<file path="config.mk">
export PLATFORM = sky130hd
export DESIGN_NAME = branch_unit_flat
export DESIGN_NICKNAME = d
export VERILOG_FILES = /design/src/rtl/branch_unit_if.sv /design/src/rtl/branch_unit.sv /design/src/flat_wrapper.sv
export SDC_FILE = /design/constraint.sdc
export NUM_CORES = 1
export LEC_CHECK = 0
export ABC_AREA = 1
export BUFFER_PORTS_ARGS = -buffer_cell sky130_fd_sc_hd__buf_2
export CAP_MARGIN = 15
export CORE_MARGIN = 10
export CORE_UTILIZATION = 57
export DETAILED_ROUTE_END_ITERATION = 7
export GPL_TIMING_DRIVEN = 1
export PLACE_DENSITY = 0.87
export SYNTH_ARGS = -nofsm -noshare
export SYNTH_HDL_FRONTEND = slang
export SYNTH_SLANG_ARGS = --single-unit
</file>
<file path="constraint.sdc">
create_clock -name clk -period 4.6 [get_ports clk]
set_input_delay 1.15 -clock clk [delete_from_list [all_inputs] [get_ports clk]]
set_output_delay 1.15 -clock clk [all_outputs]
set_load 0.05 [all_outputs]
</file>
<file path="src/rtl/branch_unit_if.sv">
// Valid/ready bundle between register read, the branch unit and the redirect/writeback consumer.
// The master modport is the producer/consumer side; the slave modport is the branch unit.
interface branch_unit_if #(
  parameter int unsigned XLEN = 32
) ();

  logic            in_valid;
  logic            in_ready;
  logic [2:0]      in_funct3;
  logic [XLEN-1:0] in_rs1;
  logic [XLEN-1:0] in_rs2;
  logic [XLEN-1:0] in_pc;
  logic [XLEN-1:0] in_imm;
  logic            in_pred_taken;

  logic            out_valid;
  logic            out_ready;
  logic            out_taken;
  logic [XLEN-1:0] out_target;
  logic [XLEN-1:0] out_next_pc;
  logic            out_mispredict;
  logic            out_misaligned;
  logic            out_illegal;

  modport master (
    output in_valid,
    output in_funct3,
    output in_rs1,
    output in_rs2,
    output in_pc,
    output in_imm,
    output in_pred_taken,
    output out_ready,
    input  in_ready,
    input  out_valid,
    input  out_taken,
    input  out_target,
    input  out_next_pc,
    input  out_mispredict,
    input  out_misaligned,
    input  out_illegal
  );

  modport slave (
    input  in_valid,
    input  in_funct3,
    input  in_rs1,
    input  in_rs2,
    input  in_pc,
    input  in_imm,
    input  in_pred_taken,
    input  out_ready,
    output in_ready,
    output out_valid,
    output out_taken,
    output out_target,
    output out_next_pc,
    output out_mispredict,
    output out_misaligned,
    output out_illegal
  );

endinterface

</file>
<file path="src/rtl/branch_unit.sv">
// RV32I/RV64I branch resolution stage: compare, target/next-PC, mispredict detection,
// one-entry registered output behind valid/ready, and a saturating mispredict counter.
module branch_unit #(
  parameter int unsigned XLEN  = 32,
  parameter bit          HAS_C = 1'b0,
  parameter int unsigned CNT_W = 16
) (
  input  logic             clk,
  input  logic             rst,
  input  logic             flush,
  branch_unit_if.slave     bus,
  output logic [CNT_W-1:0] mispredict_count
);

  localparam logic [2:0] F3Beq  = 3'b000;
  localparam logic [2:0] F3Bne  = 3'b001;
  localparam logic [2:0] F3Blt  = 3'b100;
  localparam logic [2:0] F3Bge  = 3'b101;
  localparam logic [2:0] F3Bltu = 3'b110;
  localparam logic [2:0] F3Bgeu = 3'b111;

  localparam logic [XLEN-1:0]  PcStep = XLEN'(4);
  localparam logic [CNT_W-1:0] CntMax = {CNT_W{1'b1}};

  // Output register
  logic             valid_q, valid_d;
  logic             taken_q;
  logic [XLEN-1:0]  target_q;
  logic [XLEN-1:0]  next_pc_q;
  logic             mispredict_q;
  logic             misaligned_q;
  logic             illegal_q;
  logic [CNT_W-1:0] cnt_q, cnt_d;

  // Combinational resolution of the incoming entry
  logic             rs_eq;
  logic             rs_lt;
  logic             rs_ltu;
  logic             taken_d;
  logic             illegal_d;
  logic [XLEN-1:0]  target_d;
  logic [XLEN-1:0]  seq_pc;
  logic [XLEN-1:0]  next_pc_d;
  logic             mispredict_d;
  logic             misaligned_d;

  logic             in_ready;
  logic             accept;
  logic             load;
  logic             deliver;

  // Handshake
  assign in_ready = rst & (~valid_q | bus.out_ready);
  assign accept   = bus.in_valid & in_ready;
  // An entry accepted during a flush belongs to the squashed path.
  assign load     = accept & ~flush;
  assign deliver  = valid_q & bus.out_ready;

  // Compare
  always_comb begin
    rs_eq  = (bus.in_rs1 == bus.in_rs2);
    rs_lt  = ($signed(bus.in_rs1) < $signed(bus.in_rs2));
    rs_ltu = (bus.in_rs1 < bus.in_rs2);
  end

  // Decode
  always_comb begin
    taken_d   = 1'b0;
    illegal_d = 1'b0;
    case (bus.in_funct3)
      F3Beq:   taken_d = rs_eq;
      F3Bne:   taken_d = ~rs_eq;
      F3Blt:   taken_d = rs_lt;
      F3Bge:   taken_d = ~rs_lt;
      F3Bltu:  taken_d = rs_ltu;
      F3Bgeu:  taken_d = ~rs_ltu;
      default: illegal_d = 1'b1;
    endcase
  end

  // Target, next PC and exception flags
  always_comb begin
    target_d     = bus.in_pc + bus.in_imm;
    seq_pc       = bus.in_pc + PcStep;
    next_pc_d    = taken_d ? target_d : seq_pc;
    mispredict_d = ~illegal_d & (taken_d ^ bus.in_pred_taken);
    if (HAS_C) begin
      misaligned_d = taken_d & target_d[0];
    end else begin
      misaligned_d = taken_d & (|target_d[1:0]);
    end
  end

  // Output valid next state
  always_comb begin
    valid_d = valid_q;
    if (flush) begin
      valid_d = 1'b0;
    end else if (accept) begin
      valid_d = 1'b1;
    end else if (bus.out_ready) begin
      valid_d = 1'b0;
    end
  end

  // Mispredict counter; a delivery coinciding with flush still counts.
  always_comb begin
    cnt_d = cnt_q;
    if (deliver && mispredict_q && (cnt_q != CntMax)) begin
      cnt_d = cnt_q + CNT_W'(1);
    end
  end

  always_ff @(posedge clk) begin
    if (!rst) begin
      valid_q      <= 1'b0;
      taken_q      <= 1'b0;
      target_q     <= '0;
      next_pc_q    <= '0;
      mispredict_q <= 1'b0;
      misaligned_q <= 1'b0;
      illegal_q    <= 1'b0;
      cnt_q        <= '0;
    end else begin
      valid_q <= valid_d;
      cnt_q   <= cnt_d;
      if (load) begin
        taken_q      <= taken_d;
        target_q     <= target_d;
        next_pc_q    <= next_pc_d;
        mispredict_q <= mispredict_d;
        misaligned_q <= misaligned_d;
        illegal_q    <= illegal_d;
      end
    end
  end

  assign bus.in_ready       = in_ready;
  assign bus.out_valid      = valid_q;
  assign bus.out_taken      = taken_q;
  assign bus.out_target     = target_q;
  assign bus.out_next_pc    = next_pc_q;
  assign bus.out_mispredict = mispredict_q;
  assign bus.out_misaligned = misaligned_q;
  assign bus.out_illegal    = illegal_q;
  assign mispredict_count   = cnt_q;

endmodule
</file>
<file path="src/flat_wrapper.sv">
// flat-port wrapper written by rule: the top's interface ports become plain ports
module branch_unit_flat 
#(
  parameter int unsigned XLEN  = 32,
  parameter bit          HAS_C = 1'b0,
  parameter int unsigned CNT_W = 16
)
  (clk, rst, flush, mispredict_count, bus_in_valid, bus_in_funct3, bus_in_rs1, bus_in_rs2, bus_in_pc, bus_in_imm, bus_in_pred_taken, bus_out_ready, bus_in_ready, bus_out_valid, bus_out_taken, bus_out_target, bus_out_next_pc, bus_out_mispredict, bus_out_misaligned, bus_out_illegal);
  branch_unit_if #(.XLEN(XLEN)) bus_i ();
  input  logic clk;
  input  logic rst;
  input  logic flush;
  output logic [CNT_W-1:0] mispredict_count;
  input wire logic [$bits(bus_i.in_valid)-1:0] bus_in_valid;
  input wire logic [$bits(bus_i.in_funct3)-1:0] bus_in_funct3;
  input wire logic [$bits(bus_i.in_rs1)-1:0] bus_in_rs1;
  input wire logic [$bits(bus_i.in_rs2)-1:0] bus_in_rs2;
  input wire logic [$bits(bus_i.in_pc)-1:0] bus_in_pc;
  input wire logic [$bits(bus_i.in_imm)-1:0] bus_in_imm;
  input wire logic [$bits(bus_i.in_pred_taken)-1:0] bus_in_pred_taken;
  input wire logic [$bits(bus_i.out_ready)-1:0] bus_out_ready;
  output wire logic [$bits(bus_i.in_ready)-1:0] bus_in_ready;
  output wire logic [$bits(bus_i.out_valid)-1:0] bus_out_valid;
  output wire logic [$bits(bus_i.out_taken)-1:0] bus_out_taken;
  output wire logic [$bits(bus_i.out_target)-1:0] bus_out_target;
  output wire logic [$bits(bus_i.out_next_pc)-1:0] bus_out_next_pc;
  output wire logic [$bits(bus_i.out_mispredict)-1:0] bus_out_mispredict;
  output wire logic [$bits(bus_i.out_misaligned)-1:0] bus_out_misaligned;
  output wire logic [$bits(bus_i.out_illegal)-1:0] bus_out_illegal;
  assign bus_i.in_valid = bus_in_valid;
  assign bus_i.in_funct3 = bus_in_funct3;
  assign bus_i.in_rs1 = bus_in_rs1;
  assign bus_i.in_rs2 = bus_in_rs2;
  assign bus_i.in_pc = bus_in_pc;
  assign bus_i.in_imm = bus_in_imm;
  assign bus_i.in_pred_taken = bus_in_pred_taken;
  assign bus_i.out_ready = bus_out_ready;
  assign bus_in_ready = bus_i.in_ready;
  assign bus_out_valid = bus_i.out_valid;
  assign bus_out_taken = bus_i.out_taken;
  assign bus_out_target = bus_i.out_target;
  assign bus_out_next_pc = bus_i.out_next_pc;
  assign bus_out_mispredict = bus_i.out_mispredict;
  assign bus_out_misaligned = bus_i.out_misaligned;
  assign bus_out_illegal = bus_i.out_illegal;
  branch_unit #(.XLEN(XLEN), .HAS_C(HAS_C), .CNT_W(CNT_W)) u_core (.clk(clk), .rst(rst), .flush(flush), .bus(bus_i), .mispredict_count(mispredict_count));
endmodule
</file>
# After elaboration in Yosys (flattened, before gate mapping)
# Cells that the tools add are included.
[op_classes]
add_sub_neg = 3
bitwise_logic = 14
muxes = 5
n_reduce_logical = 7
eq_ne = 7
order_cmp = 2
[ops]
columns = ["cell", "n"]
rows = [
  ["less-than comparator 32 bit", 2],
  ["adder 32 x 3 -> 32 bit (second input constant)", 1],
  ["adder 32 bit", 1],
  ["equality test 32 bit", 1],
  ["two-way mux 32 bit", 1],
  ["adder 16 x 1 -> 16 bit (second input constant)", 1],
  ["!= test 16 bit (second input constant)", 1],
  ["equality test 3 bit (second input constant)", 4],
  ["AND 1 bit", 6],
  ["inverter 1 bit", 6],
  ["case mux 1 bit (6 select lines)", 1],
  ["OR reduction 6 bit", 1],
  ["OR reduction 2 bit", 2],
  ["equality test 3 x 1 -> 1 bit (second input constant)", 1],
  ["logical NOT 3 bit", 1],
  ["two-way mux 1 bit", 3],
  ["logical AND 1 bit", 2],
  ["nonzero test 2 bit", 1],
  ["OR 1 bit", 1],
  ["XOR 1 bit", 1],
]
[word_totals]
reg_bits = 85
out_inout_bits = 86
wordCells = 46
in_bits = 137

# Logic depth before layout (Yosys ltp)
# Gate-level depths: netlist of run 1.
[depth]
word_depth = 5
ltp_mapped = 24
mapped_depth_nobuf = 23

# Worst setup path before layout of run 1
# OpenSTA, ideal clock, no wires.
[synth_path]
path_type = "input-to-output"
from = "in rst"
to = "out bus_in_ready"
setup_slack_ns = 1.268
arrival_time_ns = 2.182
stages = 4
path_buffers = 2
path_cell_list = "clkbuf_8 inv_2 clkbuf_1 nor2_1"
[synth_between]
elab_chain_cells = 1
[synth_rtl]
columns = ["element", "line_no", "text"]
rows = [
  ["start: declaration", "flat_wrapper.sv:11", "input logic rst;"],
  ["AND 1 bit", "branch_unit.sv:53", "assign in_ready = rst & (~valid_q | bus.out_ready);"],
  ["end: declaration", "flat_wrapper.sv:22", "output wire logic [$bits(bus_i.in_ready)-1:0] bus_in_ready;"],
]
# Every way passes these cells.

# Worst setup path after layout of run 1
[layout_path]
from = "in bus_in_rs2[31]"
to = "reg u_core.next_pc_q[0], in the netlist u_core.bus.out_next_pc[0]"
[layout_between]
elab_chain_cells = 4
word_cells_on_any_way = 8
classes_between = "order compare (2); eq/ne (1); mux (2); bitwise (3)"
[layout_rtl]
columns = ["element", "line_no", "text"]
rows = [
  ["start: declaration", "flat_wrapper.sv:17", "input wire logic [$bits(bus_i.in_rs2)-1:0] bus_in_rs2;"],
  ["less-than comparator 32 bit, or another cell as far along", "branch_unit.sv:63", "rs_ltu = (bus.in_rs1 < bus.in_rs2);"],
  ["inverter 1 bit (on tied branches)", "branch_unit.sv:76, branch_unit.sv:72, branch_unit.sv:74", ""],
  ["case mux 1 bit (6 select lines) *", "branch_unit.sv:70", "case (bus.in_funct3)"],
  ["two-way mux 32 bit *", "branch_unit.sv:85", "next_pc_d = taken_d ? target_d : seq_pc;"],
  ["end signal: assignment", "branch_unit.sv:130", "next_pc_q <= next_pc_d;"],
  ["end: declaration", "branch_unit.sv:29", "logic [XLEN-1:0] next_pc_q;"],
]
# Every way passes the cells marked *; elsewhere a longest branch is shown, timed or not.
# A chain may end at the register's enable or synchronous reset.

==> flow_metrics.env, run 1 <==
export IMPL_finalMaxSlewViolations=0
export IMPL_cts_resized=0
export IMPL_synth_edf_count=0
export IMPL_initial_core_util=0.579
export IMPL_yosysWarnings=0
export IMPL_dpl_cell_area_mm2=0.00842
export IMPL_cp_required_ns=4.82
export IMPL_criticalPathCategory="input port to flip-flop"
export IMPL_num_rows=41
export IMPL_cts_hold_buf=0
export IMPL_netlist_instances=1142
export IMPL_synth_fa_ha_area_frac=0.115
export IMPL_cts_sinks=85
export IMPL_met1_length_um=10000
export IMPL_cts_buffers=9
export IMPL_grt_pass1_vias=7939
export IMPL_via_per_inst=5.36
export IMPL_synth_nets=1345
export IMPL_tns_ns=0
export IMPL_synth_async_reset_ratio=0
export IMPL_worstMarginPinSlew_ns=0.990
export IMPL_overflow=0
export IMPL_start_kind="input port"
export IMPL_pwr_density_cell_mw_per_mm2=267
export IMPL_gp_congestion=0.990
export IMPL_grt_pass1_wl_um=38200
export IMPL_post_cts_buffers=0
export IMPL_synth_seq_cells=85
export IMPL_cap_violations=0
export IMPL_fin_crit_sh=0.699
export IMPL_grtUsageTotal=0.258
export IMPL_drive_gt1_frac=0.203
export IMPL_whs_ns=0.466
export IMPL_synth_flop_cell="dfxtp_1"
export IMPL_wl_met3_um=1950
export IMPL_area_growth_pct=20.0
export IMPL_io_pins=223
export IMPL_wl_met2_um=10700
export IMPL_core_mm2=0.0126
export IMPL_yosys_area_share_simple=0.338
export IMPL_ir_drop_mv=0.212
export IMPL_syn_avg_cell_area_um2=6.37
export IMPL_root_buffer="clkbuf_16"
export IMPL_period_needed_ns=3.21
export IMPL_post_route_util=0.695
export IMPL_outcome="complete, no violations"
export IMPL_cts_tree="built"
export IMPL_portBuffers=222
export IMPL_antenna_found_initial=1
export IMPL_relSlewSlack=0.340
export IMPL_hold_path_class="flip-flop to flip-flop"
export IMPL_clockBufferDepth=2
export IMPL_fillers=1143
export IMPL_hpwlAfterDp_um=19200
export IMPL_synthDistinctLibCells=48
export IMPL_cp_max_fo=30
export IMPL_grt_max_degree=100
export IMPL_ant_nets=0
export IMPL_p_leak_nw=4.85
export IMPL_die_x_um=133
export IMPL_nets=1550
export IMPL_vias=8176
export IMPL_fin_skew_ns=0.0122
export IMPL_fin_area_mm2=0.00873
export IMPL_fmax_mhz=311
export IMPL_path_clk_slew_ns=0.07
export IMPL_netlist_area_mm2=0.00727
export IMPL_crit_arrival_ns=3.44
export IMPL_clk_latency_ns=0.35
export IMPL_fp_dieArea_mm2=0.0177
export IMPL_cp_end_kind="flip-flop"
export IMPL_drt_iter0_drc=643
export IMPL_firstDrtPassIters=5
export IMPL_synth_compound_area_share=0.122
export IMPL_topRoutingLayerUsed="met4"
export IMPL_htree_levels=3
export IMPL_muxShareOfSynthArea=0
export IMPL_routedWlPerCell_um=15.5
export IMPL_routed_wl_um=23600
export IMPL_hold_violations=0
export IMPL_synth_top_family_by_area="simple AND/OR/NAND/NOR gates"
export IMPL_rsz0062_at_grt="no"
export IMPL_drc_errors=0
export IMPL_synth_seq_area_share=0.234
export IMPL_dieHeight_um=133
export IMPL_synth_xor_area_share=0.0650
export IMPL_finalSetupViolations=0
stage by stage:
step / std cells / setup WS (ns) / power [mW]
floorplan: 1142 / 1.27 / 1.34
global placement: 1508 / 1.14 / 1.55
detailed placement: 1508 / 1.08 / 1.56
CTS: 1524 / 1.43 / 2.32
global route: 1525 / 1.13 / 2.45
finish: 1525 / 1.39 / 2.33
power breakdown:
group	switching (mW)	total, mW	internal, mW
Combinational	0.534	0.778	0.244
Sequential	0.0181	0.786	0.768
Clock	0.322	0.766	0.445
Total	0.874	2.33	1.46
layer usage:
metal  track usage  vias to the layer above
met3        0.0583                       57
met1         0.319                     3674
met5             0                        -
met2         0.421                      368
met4         0.110                        0
li1              -                     4077
logic make-up (layout without fill, tap and decap cells):
family | Yosys count | count (layout)
AO/OA/AOI/OAI | 159 | 159
adder cells (fa/ha/maj) | 66 | 66
flip-flops | 85 | 85
other | 0 | 1
AND/OR/NAND/NOR | 559 | 559
XOR/XNOR | 54 | 54
buffers and inverters | 219 | 429
synth_stat cells (all sizes together), types with 5 or more instances:
cell    instances  area share
buf             9       0.010
a21oi          69       0.048
o21bai          5      0.0052
ha             65        0.11
o21ai          53       0.036
a21o            5      0.0052
o211ai         10       0.010
o21a            6      0.0062
inv           187       0.097
xnor2          22       0.026
nand4          18       0.016
dfxtp          85        0.23
nor3           25       0.020
clkbuf         22       0.019
nand3         103       0.075
nor2          150       0.084
xor2           32       0.039
nand2         256        0.14
path summary, 6_finish.rpt:
check                                               start                                        to  slack [ns]  cells after the start
setup / recovery                           bus_in_rs2[31]    u_core.bus.out_next_pc[0]$_SDFFE_PN0P_        1.39                     17
hold reg to reg   u_core.bus.out_next_pc[31]$_SDFFE_PN0P_   u_core.bus.out_next_pc[31]$_SDFFE_PN0P_        0.47                      2
setup reg to reg  u_core.mispredict_count[0]$_SDFFE_PN0P_  u_core.mispredict_count[15]$_SDFFE_PN0P_        2.39                     12
hold / removal    u_core.bus.out_next_pc[31]$_SDFFE_PN0P_   u_core.bus.out_next_pc[31]$_SDFFE_PN0P_        0.47                      2
sequential cells by signal, indices dropped and copies added (netlist names):
signal and cells:
u_core.bus.out_illegal 1, u_core.bus.out_next_pc 32, u_core.bus.out_taken 1, u_core.bus.out_target 32, u_core.mispredict_count 16, u_core.bus.out_mispredict 1
u_core.bus.out_valid 1, u_core.bus.out_misaligned 1
layout make-up:
class                           count  area [um2]  area share
Multi-Input combinational cell    838        4660       0.534
Sequential cell                    85        1700       0.195
Timing Repair Buffer              225        1130       0.130
Inverter                          188         706      0.0808
Clock buffer                       10         239      0.0274
Tap cell                          172         215      0.0246
Clock inverter                      6        72.6     0.00831
Antenna cell                        1        2.50    0.000287
placed cells by master (no fill, tap or decap), drive strengths merged:
| cell | synthesis | layout |
|---|---|---|
| o211ai | 10 | 10 |
| a31oi | 3 | 3 |
| dfxtp | 85 | 85 |
| o221ai | 1 | 1 |
| nor3 | 25 | 25 |
| nand4 | 18 | 18 |
| xor2 | 32 | 32 |
| fa | 1 | 1 |
| a211oi | 3 | 3 |
| a21boi | 3 | 3 |
| xnor2 | 22 | 22 |
| ha | 65 | 65 |
| a221oi | 1 | 1 |
| nand3b | 2 | 2 |
| nand2 | 256 | 256 |
| a21oi | 69 | 69 |
| clkbuf | 22 | 10 |
| nor2 | 150 | 150 |
| and3 | 1 | 1 |
| nor4 | 3 | 3 |
| a21o | 5 | 5 |
| o21a | 6 | 6 |
| nand3 | 103 | 103 |
| clkinv | 1 | 2 |
| nor3b | 1 | 1 |
| o21bai | 5 | 5 |
| o21ai | 53 | 53 |
| diode | 0 | 1 |
| buf | 9 | 225 |
| bufinv | 0 | 1 |
| inv | 187 | 191 |
worst max-delay path, cell delays in order:
cell and delay, ns:
buf_2 0.07, inv_1 0.03, ha_1 0.34, nand2_1 0.12, a21oi_1 0.07, nor3_1 0.14, nand2_1 0.09, a21oi_2 0.18
nand2_1 0.10, nand2_1 0.08, nand3_1 0.09, nand2_2 0.14, inv_2 0.05, nand2_2 0.47, nand2_1 0.16, nor2_1 0.12
nor3_1 0.05
Power figures use the tool's default switching activity.
==> run 2, diff against run 1 <==
--- a/config.mk
+++ b/config.mk
@@ -9,10 +9,10 @@
 export BUFFER_PORTS_ARGS = -buffer_cell sky130_fd_sc_hd__buf_2
 export CAP_MARGIN = 15
 export CORE_MARGIN = 10
-export CORE_UTILIZATION = 57
+export CORE_UTILIZATION = 48
 export DETAILED_ROUTE_END_ITERATION = 7
 export GPL_TIMING_DRIVEN = 1
-export PLACE_DENSITY = 0.87
+export PLACE_DENSITY = 0.78
 export SYNTH_ARGS = -nofsm -noshare
 export SYNTH_HDL_FRONTEND = slang
 export SYNTH_SLANG_ARGS = --single-unit
==> constraint.sdc (replaced) <==
create_clock -name clk -period 2.9 [get_ports clk]
set_input_delay 0.725 -clock clk [delete_from_list [all_inputs] [get_ports clk]]
set_output_delay 0.725 -clock clk [all_outputs]
set_load 0.05 [all_outputs]
==> run 2 against run 1 <==
  * Sequential power is 59% higher
  * Wire length is 3.4% higher
  * Combinational power is 70% higher
==> flow_metrics.env, run 2 (synthesis results as in run 1) <==
export IMPL_outcome="complete, no violations"
export IMPL_finalSetupViolations=0
export IMPL_criticalPathCategory="input port to flip-flop"
export IMPL_post_cts_buffers=0
export IMPL_most_common_layout_cells="nand2_1 (249), buf_2 (222), inv_1 (177), nor2_1 (142), nand3_1 (100)"
export IMPL_start_kind="input port"
export IMPL_hp_start="u_core.bus.out_next_pc[5]$_SDFFE_PN0P_"
export IMPL_dp_cells=1551
export IMPL_dieHeight_um=143
export IMPL_r2r_end="u_core.mispredict_count[15]$_SDFFE_PN0P_"
export IMPL_ant_nets=0
export IMPL_power_frac_comb=0.357
export IMPL_grt_pass1_wl_um=38800
export IMPL_fin_crit_sh=0.908
export IMPL_io_pins=223
export IMPL_power_switching_mw=1.40
export IMPL_crit_arrival_ns=2.93
export IMPL_root_buffer="clkbuf_16"
export IMPL_grt_max_degree=79
export IMPL_nets=1581
export IMPL_hpwlAfterDp_um=20400
export IMPL_reg2reg_depth=12
export IMPL_met1_length_um=10900
export IMPL_routed_wl_um=24400
export IMPL_pwr_density_cell_mw_per_mm2=411
export IMPL_drt_iter0_drc=623
export IMPL_cap_violations=0
export IMPL_rrSetupSlack_ns=0.71
export IMPL_antenna_found_initial=1
export IMPL_hold_path_class="flip-flop to flip-flop"
export IMPL_fmax_mhz=380
export IMPL_cts_hold_buf=0
export IMPL_cts_sinks=85
export IMPL_cts_resized=0
export IMPL_p_clk_frac=0.308
export IMPL_cts_tree="built"
export IMPL_rsz0062_at_grt="no"
export IMPL_fin_skew_ns=0.00584
export IMPL_drive_gt1_frac=0.221
export IMPL_cts_buffers=9
export IMPL_path_cells="buf_2 -> ha_1 -> inv_1 -> fa_1 -> nand3b_1 -> nand2_1 -> nand2_1 -> nand3_1 -> nand2_1 -> nand2_1 -> nand2_1 -> a21oi_1 -> xor2_1 -> nand3_1 -> nand3_1 -> nand2_1 -> inv_1"
export IMPL_gp_congestion=1.02
export IMPL_seqPwrFrac=0.336
export IMPL_via_per_inst=5.18
export IMPL_clk_latency_ns=0.35
export IMPL_core_mm2=0.0147
export IMPL_grt_pass1_vias=7872
export IMPL_vias=8127
export IMPL_p_int_mw=2.31
export IMPL_finalMaxSlewViolations=0
export IMPL_max_stage_delay_ns=0.39
export IMPL_cp_required_ns=3.20
export IMPL_ir_drop_mv=0.263
export IMPL_drc_errors=0
export IMPL_finalPower_mw=3.71
export IMPL_htree_levels=3
export IMPL_worstHoldPathCells=2
export IMPL_layout_commonest_cell="nand2_1"
export IMPL_period_needed_ns=2.63
export IMPL_hold_violations=0
export IMPL_topRoutingLayerUsed="met4"
export IMPL_path_clk_slew_ns=0.07
export IMPL_initial_core_util=0.495
export IMPL_grtUsageTotal=0.232
export IMPL_critPathLaunch="bus_in_pc[0]"
export IMPL_relSlewSlack=0.654
export IMPL_cp_max_fo=3
export IMPL_wl_met2_um=11400
export IMPL_die_x_um=143
export IMPL_routedWlPerCell_um=15.6
export IMPL_whs_endpoint="u_core.bus.out_next_pc[5]$_SDFFE_PN0P_"
export IMPL_portBuffers=222
export IMPL_area_growth_pct=24.1
export IMPL_overflow=0
export IMPL_crit_path_frequent_cell="nand2_1"
export IMPL_wl_met3_um=1810
export IMPL_cp_end_kind="flip-flop"
export IMPL_regToRegStartpoint="u_core.mispredict_count[0]$_SDFFE_PN0P_"
export IMPL_num_rows=44
export IMPL_swShare=0.376
export IMPL_cp_slowest_cell="fa_1"
export IMPL_p_leak_nw=5.02
export IMPL_fp_dieArea_mm2=0.0205
export IMPL_clockBufferDepth=2
export IMPL_firstDrtPassIters=5
export IMPL_whs_ns=0.462
export IMPL_finalNonFillerCells=1569
export IMPL_tns_ns=0
export IMPL_worstMarginPinSlew_ns=0.519
## run 2: layout make-up
class / instances / area, um2
Antenna cell: 2 / 5.00
Clock buffer: 11 / 253
Clock inverter: 5 / 41.3
Fill cell: 1405 / 5670
Inverter: 188 / 706
Multi-Input combinational cell: 838 / 4660
Sequential cell: 85 / 1700
Tap cell: 184 / 230
Timing Repair Buffer: 256 / 1430
## run 2: stage by stage
stage                util  cell area, um2  setup WS, ns
floorplan               -            7270         0.352
global placement    0.594            8730        0.0432
detailed placement  0.594            8730       -0.0438
CTS                 0.614            9020         0.307
global route        0.614            9020        0.0567
finish              0.614            9030         0.266
## run 2: power by group through the flow
| stage | Combinational [mW] | Sequential, mW | Clock (mW) |
|---|---|---|---|
| final | 1.32 | 1.25 | 1.14 |
| after global routing | 1.46 | 1.25 | 1.21 |
| after CTS | 1.31 | 1.25 | 1.16 |
| after detailed placement | 1.30 | 1.27 | 0 |
| after global placement | 1.29 | 1.27 | 0 |
| after floorplan | 0.681 | 1.44 | 0 |
## run 2: worst max-delay path by stage
stage | end | slack [ns] | depth (start not counted)
global placement | u_core.bus.out_next_pc[20]$_SDFFE_PN0P_ | 0.04 | 17
finish | u_core.bus.out_next_pc[20]$_SDFFE_PN0P_ | 0.27 | 17
CTS | u_core.bus.out_next_pc[20]$_SDFFE_PN0P_ | 0.31 | 17
floorplan | u_core.bus.out_next_pc[20]$_SDFFE_PN0P_ | 0.35 | 16
detailed placement | u_core.bus.out_next_pc[20]$_SDFFE_PN0P_ | -0.04 | 17
global route | u_core.bus.out_next_pc[20]$_SDFFE_PN0P_ | 0.06 | 17
## run 2: critical path: cells and delay by family
| kind | cells | cell delay (ns) |
|---|---|---|
| buf+inv | 3 | 0.21 |
| xor+xnor | 1 | 0.23 |
| fa+ha+maj | 2 | 0.55 |
| compound gates | 1 | 0.17 |
| simple gates | 10 | 1.02 |
## run 2: routing by layer
metal / GRT usage / vias to the layer above
li1: - / 4139
met1: 0.299 / 3665
met2: 0.391 / 296
met3: 0.0444 / 27
met4: 0.0543 / 0
met5: 0 / -
